`src/rtl/cpu_mem_pkg.sv`:
```
// Shared constants and types for the I/D-cache external memory port.
// Latency: n/a (declarations only). Backpressure: n/a.
// Contents: bus widths, burst geometry, arbiter state encoding, line-base helper.
package cpu_mem_pkg;

  localparam int ADDR_W     = 32;
  localparam int DATA_W     = 32;
  localparam int LINE_WORDS = 4;
  localparam int BEAT_W     = $clog2(LINE_WORDS);

  // Byte offset inside one cache line: beat index plus the 2-bit byte-in-word.
  localparam int OFF_W = BEAT_W + 2;

  // Clears the in-line offset bits, leaving the line base address.
  localparam logic [ADDR_W-1:0] LINE_MASK = {ADDR_W{1'b1}} << OFF_W;

  typedef enum logic [1:0] {
    IDLE = 2'd0,
    I_RD = 2'd1,
    D_RD = 2'd2,
    D_WR = 2'd3
  } state_t;

  function automatic logic [ADDR_W-1:0] line_base(input logic [ADDR_W-1:0] addr);
    return addr & LINE_MASK;
  endfunction

endpackage

```
`src/rtl/mem_port_arbiter_if.sv`:
```
// Bundle of every signal between the arbiter, the two cache controllers and memory.
// Latency: n/a (wires only). Backpressure: requests are held until *_done; memory stalls via mem_ack.
// Modports: master = the arbiter itself, slave = its environment (I-cache, D-cache, memory wrapper).
interface mem_port_arbiter_if;
  import cpu_mem_pkg::*;

  // Instruction-cache refill side
  logic              i_req;
  logic [ADDR_W-1:0] i_addr;
  logic              i_rvalid;
  logic [DATA_W-1:0] i_rdata;
  logic              i_done;

  // Data-cache refill / write-back side
  logic              d_req;
  logic              d_we;
  logic [ADDR_W-1:0] d_addr;
  logic [DATA_W-1:0] d_wdata;
  logic [BEAT_W-1:0] d_beat;
  logic              d_rvalid;
  logic [DATA_W-1:0] d_rdata;
  logic              d_done;

  // External memory port, one word per beat
  logic              mem_req;
  logic              mem_we;
  logic [ADDR_W-1:0] mem_addr;
  logic [DATA_W-1:0] mem_wdata;
  logic [DATA_W-1:0] mem_rdata;
  logic              mem_ack;

  modport master (
    input  i_req, i_addr,
    output i_rvalid, i_rdata, i_done,
    input  d_req, d_we, d_addr, d_wdata,
    output d_beat, d_rvalid, d_rdata, d_done,
    output mem_req, mem_we, mem_addr, mem_wdata,
    input  mem_rdata, mem_ack
  );

  modport slave (
    output i_req, i_addr,
    input  i_rvalid, i_rdata, i_done,
    output d_req, d_we, d_addr, d_wdata,
    input  d_beat, d_rvalid, d_rdata, d_done,
    input  mem_req, mem_we, mem_addr, mem_wdata,
    output mem_rdata, mem_ack
  );

endinterface

```
`src/rtl/rr_arb2.sv`:
```
// Two-input round-robin picker between the I side and the D side.
// Latency: pick is combinational; the last-grant pointer updates on the clock edge where take=1.
// Backpressure: none; the caller only asserts take when it actually starts a burst.
// Ports: clk, resetn (sync, active-low); i_req, d_req requests; take = grant accepted this cycle;
//        pick_d = D wins (only meaningful when any=1); any = at least one request present.
module rr_arb2 (
  input  logic clk,
  input  logic resetn,
  input  logic i_req,
  input  logic d_req,
  input  logic take,
  output logic pick_d,
  output logic any
);

  // 1 = D side was granted last. Reset to "I last" so D wins the first tie.
  logic last_d;

  always_ff @(posedge clk) begin
    if (!resetn) begin
      last_d <= 1'b0;
    end else if (take) begin
      last_d <= pick_d;
    end
  end

  assign any = i_req | d_req;

  // D wins if it is alone, or if both ask and I had the previous grant.
  assign pick_d = d_req & (~i_req | ~last_d);

endmodule

```
`src/rtl/mem_port_arbiter.sv`:
```
// Shares one external memory port between I-cache line refills and D-cache line refill/write-back.
// Latency: request seen in IDLE at edge N gives mem_req from cycle N+1; a burst is LINE_WORDS acked
//          beats, followed by exactly one IDLE cycle. Backpressure: memory stalls a beat by holding
//          mem_ack low (address/we/wdata held); a waiting requester simply keeps *_req high.
// Ports: clk, resetn (sync, active-low) plus the bus interface (master modport).
module mem_port_arbiter
  import cpu_mem_pkg::*;
(
  input  logic                 clk,
  input  logic                 resetn,
  mem_port_arbiter_if.master   bus
);

  state_t            state;
  state_t            state_nxt;
  logic [BEAT_W-1:0] beat;
  logic [BEAT_W-1:0] beat_nxt;
  logic [ADDR_W-1:0] base;
  logic [ADDR_W-1:0] base_nxt;

  logic pick_d;
  logic any;
  logic take;
  logic busy;
  logic is_d;
  logic is_rd_i;
  logic is_rd_d;
  logic beat_done;
  logic last;

  // ---------------------------------------------------------------------------
  // Arbitration: only consulted in IDLE, so the pointer moves once per burst.
  // ---------------------------------------------------------------------------
  assign take = (state == IDLE) & any;

  rr_arb2 u_rr_arb2 (
    .clk    (clk),
    .resetn (resetn),
    .i_req  (bus.i_req),
    .d_req  (bus.d_req),
    .take   (take),
    .pick_d (pick_d),
    .any    (any)
  );

  assign busy    = (state != IDLE);
  assign is_d    = (state == D_RD) | (state == D_WR);
  assign is_rd_i = (state == I_RD);
  assign is_rd_d = (state == D_RD);

  // An ack while idle is not a beat; gating with busy keeps it from touching anything.
  assign beat_done = busy & bus.mem_ack;
  assign last      = beat_done & (beat == BEAT_W'(LINE_WORDS - 1));

  // ---------------------------------------------------------------------------
  // State register
  // ---------------------------------------------------------------------------
  always_ff @(posedge clk) begin
    if (!resetn) begin
      state <= IDLE;
      beat  <= '0;
      base  <= '0;
    end else begin
      state <= state_nxt;
      beat  <= beat_nxt;
      base  <= base_nxt;
    end
  end

  // ---------------------------------------------------------------------------
  // Next-state logic
  // ---------------------------------------------------------------------------
  always_comb begin
    state_nxt = state;
    beat_nxt  = beat;
    base_nxt  = base;

    case (state)
      IDLE: begin
        if (any) begin
          // Line base and direction are captured here and held for the whole burst,
          // so the requester's address bus may change without affecting it.
          base_nxt = pick_d ? line_base(bus.d_addr) : line_base(bus.i_addr);
          beat_nxt = '0;
          if (pick_d) begin
            state_nxt = bus.d_we ? D_WR : D_RD;
          end else begin
            state_nxt = I_RD;
          end
        end
      end

      default: begin
        if (last) begin
          state_nxt = IDLE;
          beat_nxt  = '0;
        end else if (beat_done) begin
          beat_nxt = beat + BEAT_W'(1);
        end
      end
    endcase
  end

  // ---------------------------------------------------------------------------
  // Outputs: all forced to zero outside the relevant state so IDLE (and reset)
  // presents a quiet bus.
  // ---------------------------------------------------------------------------
  assign bus.mem_req   = busy;
  assign bus.mem_we    = (state == D_WR);
  assign bus.mem_addr  = busy ? (base | ADDR_W'({beat, 2'b00})) : '0;

  // Write data comes straight from the D-cache, which indexes its line with d_beat.
  assign bus.mem_wdata = (state == D_WR) ? bus.d_wdata : '0;
  assign bus.d_beat    = is_d ? beat : '0;

  // Read data is forwarded in the ack cycle; only the granted side sees rvalid.
  assign bus.i_rvalid  = is_rd_i & bus.mem_ack;
  assign bus.i_rdata   = (is_rd_i & bus.mem_ack) ? bus.mem_rdata : '0;
  assign bus.d_rvalid  = is_rd_d & bus.mem_ack;
  assign bus.d_rdata   = (is_rd_d & bus.mem_ack) ? bus.mem_rdata : '0;

  assign bus.i_done    = last & (state == I_RD);
  assign bus.d_done    = last & is_d;

endmodule

```
`src/flat_wrapper.sv`:
```
// flat-port wrapper written by rule: the top's interface ports become plain ports
module mem_port_arbiter_flat import cpu_mem_pkg::*;
  (clk, resetn, bus_i_req, bus_i_addr, bus_i_rvalid, bus_i_rdata, bus_i_done, bus_d_req, bus_d_we, bus_d_addr, bus_d_wdata, bus_d_beat, bus_d_rvalid, bus_d_rdata, bus_d_done, bus_mem_req, bus_mem_we, bus_mem_addr, bus_mem_wdata, bus_mem_rdata, bus_mem_ack);
  mem_port_arbiter_if bus_i ();
  input  logic clk;
  input  logic resetn;
  input wire logic [$bits(bus_i.i_req)-1:0] bus_i_req;
  input wire logic [$bits(bus_i.i_addr)-1:0] bus_i_addr;
  output wire logic [$bits(bus_i.i_rvalid)-1:0] bus_i_rvalid;
  output wire logic [$bits(bus_i.i_rdata)-1:0] bus_i_rdata;
  output wire logic [$bits(bus_i.i_done)-1:0] bus_i_done;
  input wire logic [$bits(bus_i.d_req)-1:0] bus_d_req;
  input wire logic [$bits(bus_i.d_we)-1:0] bus_d_we;
  input wire logic [$bits(bus_i.d_addr)-1:0] bus_d_addr;
  input wire logic [$bits(bus_i.d_wdata)-1:0] bus_d_wdata;
  output wire logic [$bits(bus_i.d_beat)-1:0] bus_d_beat;
  output wire logic [$bits(bus_i.d_rvalid)-1:0] bus_d_rvalid;
  output wire logic [$bits(bus_i.d_rdata)-1:0] bus_d_rdata;
  output wire logic [$bits(bus_i.d_done)-1:0] bus_d_done;
  output wire logic [$bits(bus_i.mem_req)-1:0] bus_mem_req;
  output wire logic [$bits(bus_i.mem_we)-1:0] bus_mem_we;
  output wire logic [$bits(bus_i.mem_addr)-1:0] bus_mem_addr;
  output wire logic [$bits(bus_i.mem_wdata)-1:0] bus_mem_wdata;
  input wire logic [$bits(bus_i.mem_rdata)-1:0] bus_mem_rdata;
  input wire logic [$bits(bus_i.mem_ack)-1:0] bus_mem_ack;
  assign bus_i.i_req = bus_i_req;
  assign bus_i.i_addr = bus_i_addr;
  assign bus_i_rvalid = bus_i.i_rvalid;
  assign bus_i_rdata = bus_i.i_rdata;
  assign bus_i_done = bus_i.i_done;
  assign bus_i.d_req = bus_d_req;
  assign bus_i.d_we = bus_d_we;
  assign bus_i.d_addr = bus_d_addr;
  assign bus_i.d_wdata = bus_d_wdata;
  assign bus_d_beat = bus_i.d_beat;
  assign bus_d_rvalid = bus_i.d_rvalid;
  assign bus_d_rdata = bus_i.d_rdata;
  assign bus_d_done = bus_i.d_done;
  assign bus_mem_req = bus_i.mem_req;
  assign bus_mem_we = bus_i.mem_we;
  assign bus_mem_addr = bus_i.mem_addr;
  assign bus_mem_wdata = bus_i.mem_wdata;
  assign bus_i.mem_rdata = bus_mem_rdata;
  assign bus_i.mem_ack = bus_mem_ack;
  mem_port_arbiter u_core (.clk(clk), .resetn(resetn), .bus(bus_i));
endmodule
```
`config.mk`:
```
export PLATFORM = sky130hd
export DESIGN_NAME = mem_port_arbiter_flat
export DESIGN_NICKNAME = d
export VERILOG_FILES = /design/src/rtl/cpu_mem_pkg.sv /design/src/rtl/mem_port_arbiter_if.sv /design/src/rtl/rr_arb2.sv /design/src/rtl/mem_port_arbiter.sv /design/src/flat_wrapper.sv
export SDC_FILE = /design/constraint.sdc
export NUM_CORES = 1
export LEC_CHECK = 0
export BUFFER_PORTS_ARGS = -buffer_cell sky130_fd_sc_hd__buf_2
export CORE_AREA = 4 4 103 105
export CTS_CLUSTER_SIZE = 25
export DETAILED_ROUTE_END_ITERATION = 16
export DIE_AREA = 0 0 107 109
export GPL_TIMING_DRIVEN = 0
export SLEW_MARGIN = 20
export SYNTH_ARGS = -nofsm -noshare
export SYNTH_HDL_FRONTEND = slang
export SYNTH_HIERARCHICAL = 1
export SYNTH_SLANG_ARGS = --single-unit
```
`constraint.sdc`:
```
create_clock -name clk -period 1.85 [get_ports clk]
set_input_delay 0.2775 -clock clk [delete_from_list [all_inputs] [get_ports clk]]
set_output_delay 0.2775 -clock clk [all_outputs]
set_load 0.02 [all_outputs]
```
==> run metrics, run 1 <==
most common cell after layout, fill and taps aside sky130_fd_sc_hd__buf_2; number of clock sinks 33; average size of a mapped cell 8.070 um2; reported leakage power 2.752 nW; antenna-violating nets left 0; Die Area 11660 um2; Worst Path Arrival 1500 ps; Final Setup Violations 0; Fmax 562.7 MHz; TNS Setup 0 ps; Final Max Slew Viols 0; overall power of the completed layout 2.475 mW; most used cell along the critical path sky130_fd_sc_hd__buf_2; cell with the biggest individual delay on the critical path sky130_fd_sc_hd__dfxtp_2; instance count along the most critical hold path 2; Clock transition at path regs 60 ps; reg-to-reg critical path endpoint u_core/u_rr_arb2/last_d; GP Congestion 0.9064; worst setup path category reg -> out; crit path cell chain and3b_2, buf_2, and2_1, buf_2; data required time of the critical path 1570 ps; hold bufs inserted after CTS 0; placed wire-length estimate 8.864 mm; power density cells 602.5 nW/um2; number of H-tree levels 2; clock tree from TritonCTS built; launching element type of the critical path flip-flop; minimum setup slack among reg-to-reg paths 340 ps; number of buffers created by CTS 5; number of port buffers 259; fraction of layout instances using a drive strength above 1 52.34%; end of the critical path bus_i_rdata[22]; maximum vdd ir drop 0.4928 mV; average wire per cell in the routed design 14.74 um; GRT Residual Overflow 0; detailed-route DRC error count 0; pin count of the biggest net entering global routing 12; initial antenna violation count 0; critical path startpoint u_core/state[1]; max_cap viols 0; highest net fanout along the worst path 10; Critical Path Max Stage Delay 360 ps; fillers 1031; YS warnings 6; placed cell count 702; Yosys cell types 27; wire length of the first global-routing pass 15.42 mm; final critical path time including I/O delays and setup 1777 ps; aggregate routed wire length 10.46 mm; pre-CTS worst setup slack 96.01 ps; row cnt 36; Iteration-0 DRC Markers 145; count of placed standard cells in the final layout, fillers left out 710; overall track demand over capacity in global routing 16.69%; Vert. Die Dim 109 um; CTS root buffer sky130_fd_sc_hd__clkbuf_8; Antenna Cells 0; Hold Violations, Final 0; smallest setup slack after layout 72.78 ps; Initial Utilization 25.87%; outcome finished, final reports clean; CP endpoint kind output pin; vias per cell 4.411; post-synthesis sequential area ratio 26.49%; relative area change from synthesis to final layout 64.73%; synthesized instance count 309; number of global-route vias before repair 2955; Layout Skew 7.360 ps; path class of the lowest-slack min-delay path in -> reg; Mapped Area 2494 um2; fin nets 712; clock network latency to the later pin of the worst-skew pair 280 ps; count of TritonRoute iterations in the first routing pass 5; setup repair after global routing missed its margin no; leading cell types in the layout, fill and taps excluded sky130_fd_sc_hd__buf_2 (266), sky130_fd_sc_hd__and2_1 (68), sky130_fd_sc_hd__nand2_1 (35); Placeable Area 9639 um2; start of the worst register-to-register path u_core/state[0]; flop and latch count out of synthesis 33; Clock Path Buffers 2; Fin Hold WS 258.2 ps; die width 107 um; count of vias placed by the detailed router 3132; total I/O pin count 270; final worst-path cycle share 96.07%; depth of the worst register-to-register path 5
[kinds of logic (layout without fill, tap and decap cells)]
kind of cell	after synthesis	after routing	share of synthesized area, %
mux	28	28	11.24
fa+ha+maj	1	1	0.5017
buf+inv	35	302	7.175
compound gates	36	36	13.55
flops	33	33	26.49
other cells	1	2	0.1504
simple gates	175	175	40.89
[per-layer routing]
| layer | GRT usage, % | up-vias | wire [um] |
|---|---|---|---|
| met5 | 0 | - | 0 |
| met4 | 2.922 | 0 | 79 |
| met3 | 4.144 | 8 | 899 |
| met2 | 30.49 | 147 | 5356 |
| met1 | 20.04 | 1410 | 4127 |
| li1 | - | 1567 | - |
[timing repair]
action | in CTS | in global routing
gates resized for setup | 16 | 14
setup endpoints to repair | 121 | 85
setup buffers | 0 | 1
pin swaps | 0 | 1
cloned | 0 | 0
[sequential cells by signal (all words and copies together) (netlist names)]
name,flops
u_core/base,28
u_core/state,2
u_core/u_rr_arb2/last_d,1
u_core/beat,2
[worst max-delay path, delay by kind of cell, from the launching register on]
family	cells	cell delay (ps)
buffers and inverters	2	380
DFF	1	360
and+or+nand+nor	2	500
[stage by stage]
stage / util (%) / instance area, um2
floorplan: - / 2497
detailed placement: 41.08 / 3960
global route: 42.61 / 4108
global placement: 41.08 / 3960
finish: 42.61 / 4108
CTS: 42.32 / 4079
[power breakdown]
part	leakage, nW	internal [mW]	switching (mW)
Sequential	0.274	0.809	0.0519
Clock	0.0433	0.294	0.255
Combinational	2.43	0.465	0.600
Total	2.75	1.57	0.907
[how the worst min path moves through the flow]
stage | from | to | slack [ps]
floorplan | resetn | u_core/u_rr_arb2/last_d | 420
global placement | u_core/base[31] | u_core/base[31] | 470
detailed placement | u_core/base[23] | u_core/base[23] | 480
CTS | resetn | u_core/u_rr_arb2/last_d | 240
global route | resetn | u_core/u_rr_arb2/last_d | 260
finish | resetn | u_core/u_rr_arb2/last_d | 260
[cell usage after synthesis]
| master | n | area (um2) |
|---|---|---|
| sky130_fd_sc_hd__and2_1 | 68 | 425.4 |
| sky130_fd_sc_hd__nand2_1 | 35 | 131.4 |
| sky130_fd_sc_hd__and3_1 | 33 | 206.5 |
| sky130_fd_sc_hd__dfxtp_1 | 33 | 660.6 |
| sky130_fd_sc_hd__nor2b_1 | 31 | 193.9 |
| sky130_fd_sc_hd__mux2i_1 | 28 | 280.3 |
| sky130_fd_sc_hd__o211a_1 | 28 | 280.3 |
| sky130_fd_sc_hd__clkbuf_1 | 15 | 56.30 |
| sky130_fd_sc_hd__buf_2 | 10 | 50.05 |
| sky130_fd_sc_hd__buf_4 | 5 | 37.54 |
| sky130_fd_sc_hd__and3b_1 | 2 | 17.52 |
| sky130_fd_sc_hd__buf_6 | 2 | 22.52 |
| sky130_fd_sc_hd__inv_1 | 2 | 7.510 |
| sky130_fd_sc_hd__nor2_1 | 2 | 7.510 |
| sky130_fd_sc_hd__o21ai_0 | 2 | 10.01 |
| sky130_fd_sc_hd__o22ai_1 | 2 | 12.51 |
| sky130_fd_sc_hd__a21boi_1 | 1 | 7.510 |
| sky130_fd_sc_hd__a21boi_2 | 1 | 11.26 |
| sky130_fd_sc_hd__a22oi_1 | 1 | 7.510 |
| sky130_fd_sc_hd__a31o_1 | 1 | 8.760 |
| sky130_fd_sc_hd__clkbuf_2 | 1 | 5.000 |
| sky130_fd_sc_hd__conb_1 | 1 | 3.750 |
| sky130_fd_sc_hd__ha_1 | 1 | 12.51 |
| sky130_fd_sc_hd__nand2b_1 | 1 | 6.260 |
| sky130_fd_sc_hd__nor2_2 | 1 | 6.260 |
| sky130_fd_sc_hd__nor3b_4 | 1 | 18.77 |
| sky130_fd_sc_hd__or2_1 | 1 | 6.260 |
[cell type report]
class	instances	area (um2)	area share, %
tap	133	166.4	4.051
clock inverter	1	7.507	0.1828
sequential	33	663.1	16.14
multi-input combinational	242	1667	40.57
inverter	2	7.507	0.1828
clock buffer	6	82.58	2.010
buffer	33	210.2	5.117
timing repair buffer	260	1304	31.74
Note: power is estimated with default switching activity, not from simulation.
==> run 2, diff against run 1 <==
==> constraint.sdc (replaced) <==
create_clock -name clk -period 1.85 [get_ports clk]
set_input_delay 0.185 -clock clk [delete_from_list [all_inputs] [get_ports clk]]
set_output_delay 0.185 -clock clk [all_outputs]
set_load 0.02 [all_outputs]
==> run 2 against run 1 <==
Effect of this change: fmax grew 4.0%; critical path type unchanged; total power shrank 0.46%; clock power is essentially flat; cell count shrank 0.14%.
==> run metrics, run 2 (synthesis results as in run 1) <==
outcome finished, final reports clean; count of vias placed by the detailed router 3115; leading cell types in the layout, fill and taps excluded sky130_fd_sc_hd__buf_2 (267), sky130_fd_sc_hd__and2_1 (68), sky130_fd_sc_hd__nand2_1 (35); start of the worst register-to-register path u_core/state[0]; placed wire-length estimate 8.864 mm; count of TritonRoute iterations in the first routing pass 4; fin nets 711; buffer count from post-CTS setup fixing 0; pin count of the biggest net entering global routing 12; number of port buffers 259; power density cells 603.8 nW/um2; final worst-path cycle share 92.36%; number of clock sinks 33; max_cap viols 0; highest net fanout along the worst path 10; path class of the lowest-slack min-delay path in -> reg; maximum vdd ir drop 0.4927 mV; fillers 1034; number of buffer and inverter instances along the worst setup path 3; GP Congestion 0.9064; largest register by flop count u_core/base; setup repair after global routing missed its margin no; clock network latency to the later pin of the worst-skew pair 280 ps; Clock transition at path regs 60 ps; launching element type of the critical path flip-flop; cell with the biggest individual delay on the critical path sky130_fd_sc_hd__dfxtp_1; critical path startpoint u_core/state[0]; row cnt 36; largest registers in the final layout u_core/base (28), u_core/beat (2), u_core/state (2); total I/O pin count 270; relative area change from synthesis to final layout 63.62%; wire length of the first global-routing pass 15.42 mm; cell internal power dissipation 1.557 mW; aggregate routed wire length 10.41 mm; hold bufs inserted after CTS 0; Fmax 585.2 MHz; Placeable Area 9639 um2; combinational cell fraction of total power 42.8%; Fin Hold WS 165.3 ps; CP endpoint kind output pin; antenna-violating nets left 0; CTS root buffer sky130_fd_sc_hd__clkbuf_8; final core utilization 42.33%; TNS Setup 0 ps; number of global-route vias before repair 2955; fraction of layout instances using a drive strength above 1 52.08%; number of H-tree levels 2; Antenna Cells 0; detailed-route DRC error count 0; largest delay contributor family on the critical path buffers and inverters; worst setup path category reg -> out; Sw Pwr 906.6 uW; switching part of the total 36.80%; Vert. Die Dim 109 um; launch point of the worst hold path resetn; share of power burned in registers 34.9%; Final Max Slew Viols 0; Initial Utilization 25.87%; crit path cell chain buf_4, nor2_4, clkbuf_2, and2_1, buf_2; max reg flops 28; Clock Path Buffers 2; vias per cell 4.394; number of buffers created by CTS 5; smallest setup slack after layout 141.3 ps; GRT Residual Overflow 0; clock tree from TritonCTS built; data required time of the critical path 1660 ps; most common cell after layout, fill and taps aside sky130_fd_sc_hd__buf_2; Worst Path Arrival 1520 ps; Clk network pwr share 22.3%; Critical Path Max Stage Delay 350 ps; die width 107 um; Layout Skew 7.225 ps; Iteration-0 DRC Markers 159; pre-CTS worst setup slack 188.5 ps; average wire per cell in the routed design 14.68 um; final critical path time including I/O delays and setup 1709 ps; Final Setup Violations 0; reported leakage power 2.743 nW; overall track demand over capacity in global routing 16.69%; initial antenna violation count 0; Die Area 11660 um2; Hold Violations, Final 0
[run 2: changes by cell type in the layout (fill, tap and decap cells not counted)]
cell / previous run / this run
sky130_fd_sc_hd__buf_6: 3 / 2
sky130_fd_sc_hd__clkbuf_2: 5 / 10
sky130_fd_sc_hd__buf_2: 266 / 267
sky130_fd_sc_hd__dfxtp_1: 31 / 32
sky130_fd_sc_hd__clkbuf_4: 8 / 2
sky130_fd_sc_hd__dfxtp_2: 2 / 1
[run 2: path summary, 6_finish.rpt]
path	depth (start not counted)	end	slack, ps
max	5	bus_d_rdata[3]	140
min	2	u_core/u_rr_arb2/last_d	170
max reg2reg	5	u_core/u_rr_arb2/last_d	320
min reg2reg	1	u_core/base[26]	490
[run 2: what timing repair did]
action | CTS | global route
endpoints found under the setup margin | 83 | 118
gates resized for setup | 10 | 11
endpoints found under the hold margin | 0 | 0
[run 2: power by group through the flow]
stage          sequential [mW]  clock (mW)  combinational, mW
6_report                 0.860       0.550               1.05
5_1_grt                  0.871       0.611               1.16
4_1_cts                  0.859       0.578               1.06
3_5_place_dp             0.874           0               1.05
3_3_place_gp             0.869           0               1.04
2_1_floorplan            0.859           0              0.661
[run 2: stage by stage]
step / total power, mW / cells / area [um2]
6_report: 2.464 / 709 / 4080
5_1_grt: 2.641 / 709 / 4080
4_1_cts: 2.501 / 709 / 4068
3_5_place_dp: 1.928 / 702 / 3960
3_3_place_gp: 1.906 / 702 / 3960
2_1_floorplan: 1.520 / 310 / 2497
[run 2: per-layer routing]
metal	up-vias	GRT usage (%)	routed length (um)	share of wire [%]
li1	1568	-	-	-
met1	1392	20.04	4099	39
met2	147	30.49	5330	51
met3	8	4.144	897	8.6
met4	0	2.922	79	0.76
met5	-	0	0	0
[run 2: worst reg2reg max path: stages, from the launching register on]
cell and delay (ps):
sky130_fd_sc_hd__dfxtp_1 350, sky130_fd_sc_hd__nor3b_4 310, sky130_fd_sc_hd__buf_4 250, sky130_fd_sc_hd__buf_6 160, sky130_fd_sc_hd__and3b_1 180, sky130_fd_sc_hd__a31o_1 180
[run 2: layout make-up]
class                           instances  area (um2)  share of cell area, %
Buffer                                 33       191.4                  4.692
Clock buffer                            6       82.58                  2.024
Clock inverter                          1       7.507                 0.1840
Inverter                                2       7.507                 0.1840
Multi-Input combinational cell        242        1667                  40.85
Sequential cell                        33       661.9                  16.22
Tap cell                              133       166.4                  4.079
Timing Repair Buffer                  259        1296                  31.77
==> run 3, diff against run 2 <==
PLACE_DENSITY_LB_ADDON = 0.08   (was unset)
==> run 3 against run 2 <==
Effect of this change: worst hold slack worse by 15 ps; routed wire length is 4.1% lower; via count is 3.5% lower; first-iteration DRC count is 18% lower; clock skew is 4.5 ps higher; worst setup slack got worse by 15 ps; flip-flop and latch count stayed put; sequential share of layout area hardly changed; sequential power about the same; clock power increased by 4%; global-route usage down 0.99 points.
==> run metrics, run 3 (synthesis results as in run 1) <==
count of TritonRoute iterations in the first routing pass 4; setup repair after global routing missed its margin yes; placed wire-length estimate 8.417 mm; count of vias placed by the detailed router 3006; largest registers in the final layout u_core/base (28), u_core/beat (2), u_core/state (2); number of port buffers 259; antenna-violating nets left 0; cell with the biggest individual delay on the critical path sky130_fd_sc_hd__dfxtp_1; overall track demand over capacity in global routing 15.69%; final worst-path cycle share 93.16%; total I/O pin count 270; Worst Path Arrival 1540 ps; Placeable Area 9639 um2; Endpoint, Worst Hold u_core/u_rr_arb2/last_d; average wire per cell in the routed design 14.05 um; Iteration-0 DRC Markers 131; fraction of layout instances using a drive strength above 1 51.74%; number of clock sinks 33; Initial Utilization 25.87%; max reg flops 28; Fmax 580.2 MHz; start of the worst register-to-register path u_core/state[0]; data required time of the critical path 1660 ps; launching element type of the critical path flip-flop; highest net fanout along the worst path 10; wire length of the first global-routing pass 14.48 mm; outcome finished, final reports clean; launch point of the worst hold path resetn; final core utilization 42.28%; vias per cell 4.234; number of buffers created by CTS 5; relative area change from synthesis to final layout 63.42%; row cnt 36; final critical path time including I/O delays and setup 1723 ps; GP Congestion 0.8110; number of H-tree levels 2; minimum setup slack among reg-to-reg paths 340 ps; fin nets 711; clock tree from TritonCTS built; area after detailed placement 3960 um2; detailed-route DRC error count 0; Hold Violations, Final 0; Die Area 11660 um2; Clock transition at path regs 70 ps; Final Max Slew Viols 0; uppermost metal layer occupied by signal nets met4; GRT Residual Overflow 0; Layout Skew 11.70 ps; Critical Path Max Stage Delay 380 ps; CTS root buffer sky130_fd_sc_hd__clkbuf_8; crit path cell chain buf_2, clkbuf_1, and3_1, buf_2; largest register by flop count u_core/base; aggregate routed wire length 9.977 mm; hold bufs inserted after CTS 0; maximum vdd ir drop 0.3092 mV; met2 wire length 5.224 mm; depth of the worst register-to-register path 5; clock network latency to the later pin of the worst-skew pair 280 ps; die width 107 um; WL met3 911 um; max_cap viols 0; most used cell along the critical path sky130_fd_sc_hd__buf_2; worst setup path category reg -> out; leading cell types in the layout, fill and taps excluded sky130_fd_sc_hd__buf_2 (269), sky130_fd_sc_hd__and2_1 (68), sky130_fd_sc_hd__nand2_1 (35); Final Setup Violations 0; Vert. Die Dim 109 um; number of global-route vias before repair 2797; most common cell after layout, fill and taps aside sky130_fd_sc_hd__buf_2; buffer count from post-CTS setup fixing 0; routed length on met1 3.752 mm; instance count along the most critical hold path 2; total of cells resized after clock tree synthesis 4; reg-to-reg critical path endpoint u_core/u_rr_arb2/last_d; path class of the lowest-slack min-delay path in -> reg; initial antenna violation count 1; CP endpoint kind output pin; pin count of the biggest net entering global routing 12; reported leakage power 2.737 nW; Clock Path Buffers 2; power density cells 605.8 nW/um2; Fin Hold WS 150.7 ps; Design Area, Final 4075 um2
-- run 3: final cells by class --
type,instances,area [um2]
inverter,2,7.507
sequential,33,661.9
multi-input combinational,242,1667
clock inverter,1,7.507
fill,1069,5564
clock buffer,6,82.58
antenna,1,2.502
buffer,33,183.9
tap,133,166.4
timing repair buffer,259,1296
-- run 3: worst max-delay path by stage --
stage,from,depth (start not counted),end
3_3_place_gp,u_core/state[0],5,bus_d_rdata[4]
2_1_floorplan,u_core/state[1],5,u_core/u_rr_arb2/last_d
6_report,u_core/state[0],4,bus_mem_wdata[18]
3_5_place_dp,u_core/state[0],5,bus_d_rdata[4]
5_1_grt,u_core/state[0],4,bus_mem_wdata[18]
4_1_cts,u_core/state[0],5,bus_mem_addr[16]
-- run 3: worst max-delay path, delay by kind of cell (launching register included) --
| kind | cells | cell delay (ps) |
|---|---|---|
| buf+inv | 3 | 670 |
| flops | 1 | 380 |
| simple gates | 1 | 210 |
-- run 3: metal layers --
| layer | GRT usage [%] | vias up |
|---|---|---|
| li1 | - | 1564 |
| met1 | 17.00 | 1308 |
| met2 | 29.77 | 130 |
| met3 | 4.677 | 4 |
| met4 | 4.018 | 0 |
| met5 | 0 | - |
-- run 3: metrics by stage --
step	setup TNS (ps)	power (mW)	cells	setup slack (ps)
floorplan	0	1.520	310	512.5
CTS	-275.3	2.502	709	-23.72
finish	0	2.469	710	126.5
detailed placement	0	1.919	702	196.1
global placement	0	1.906	702	216.4
global route	-19.74	2.646	710	-19.74
-- run 3: power by group --
part	switching (mW)	internal [mW]
Combinational	0.590	0.450
Sequential	0.0503	0.808
Clock	0.276	0.294
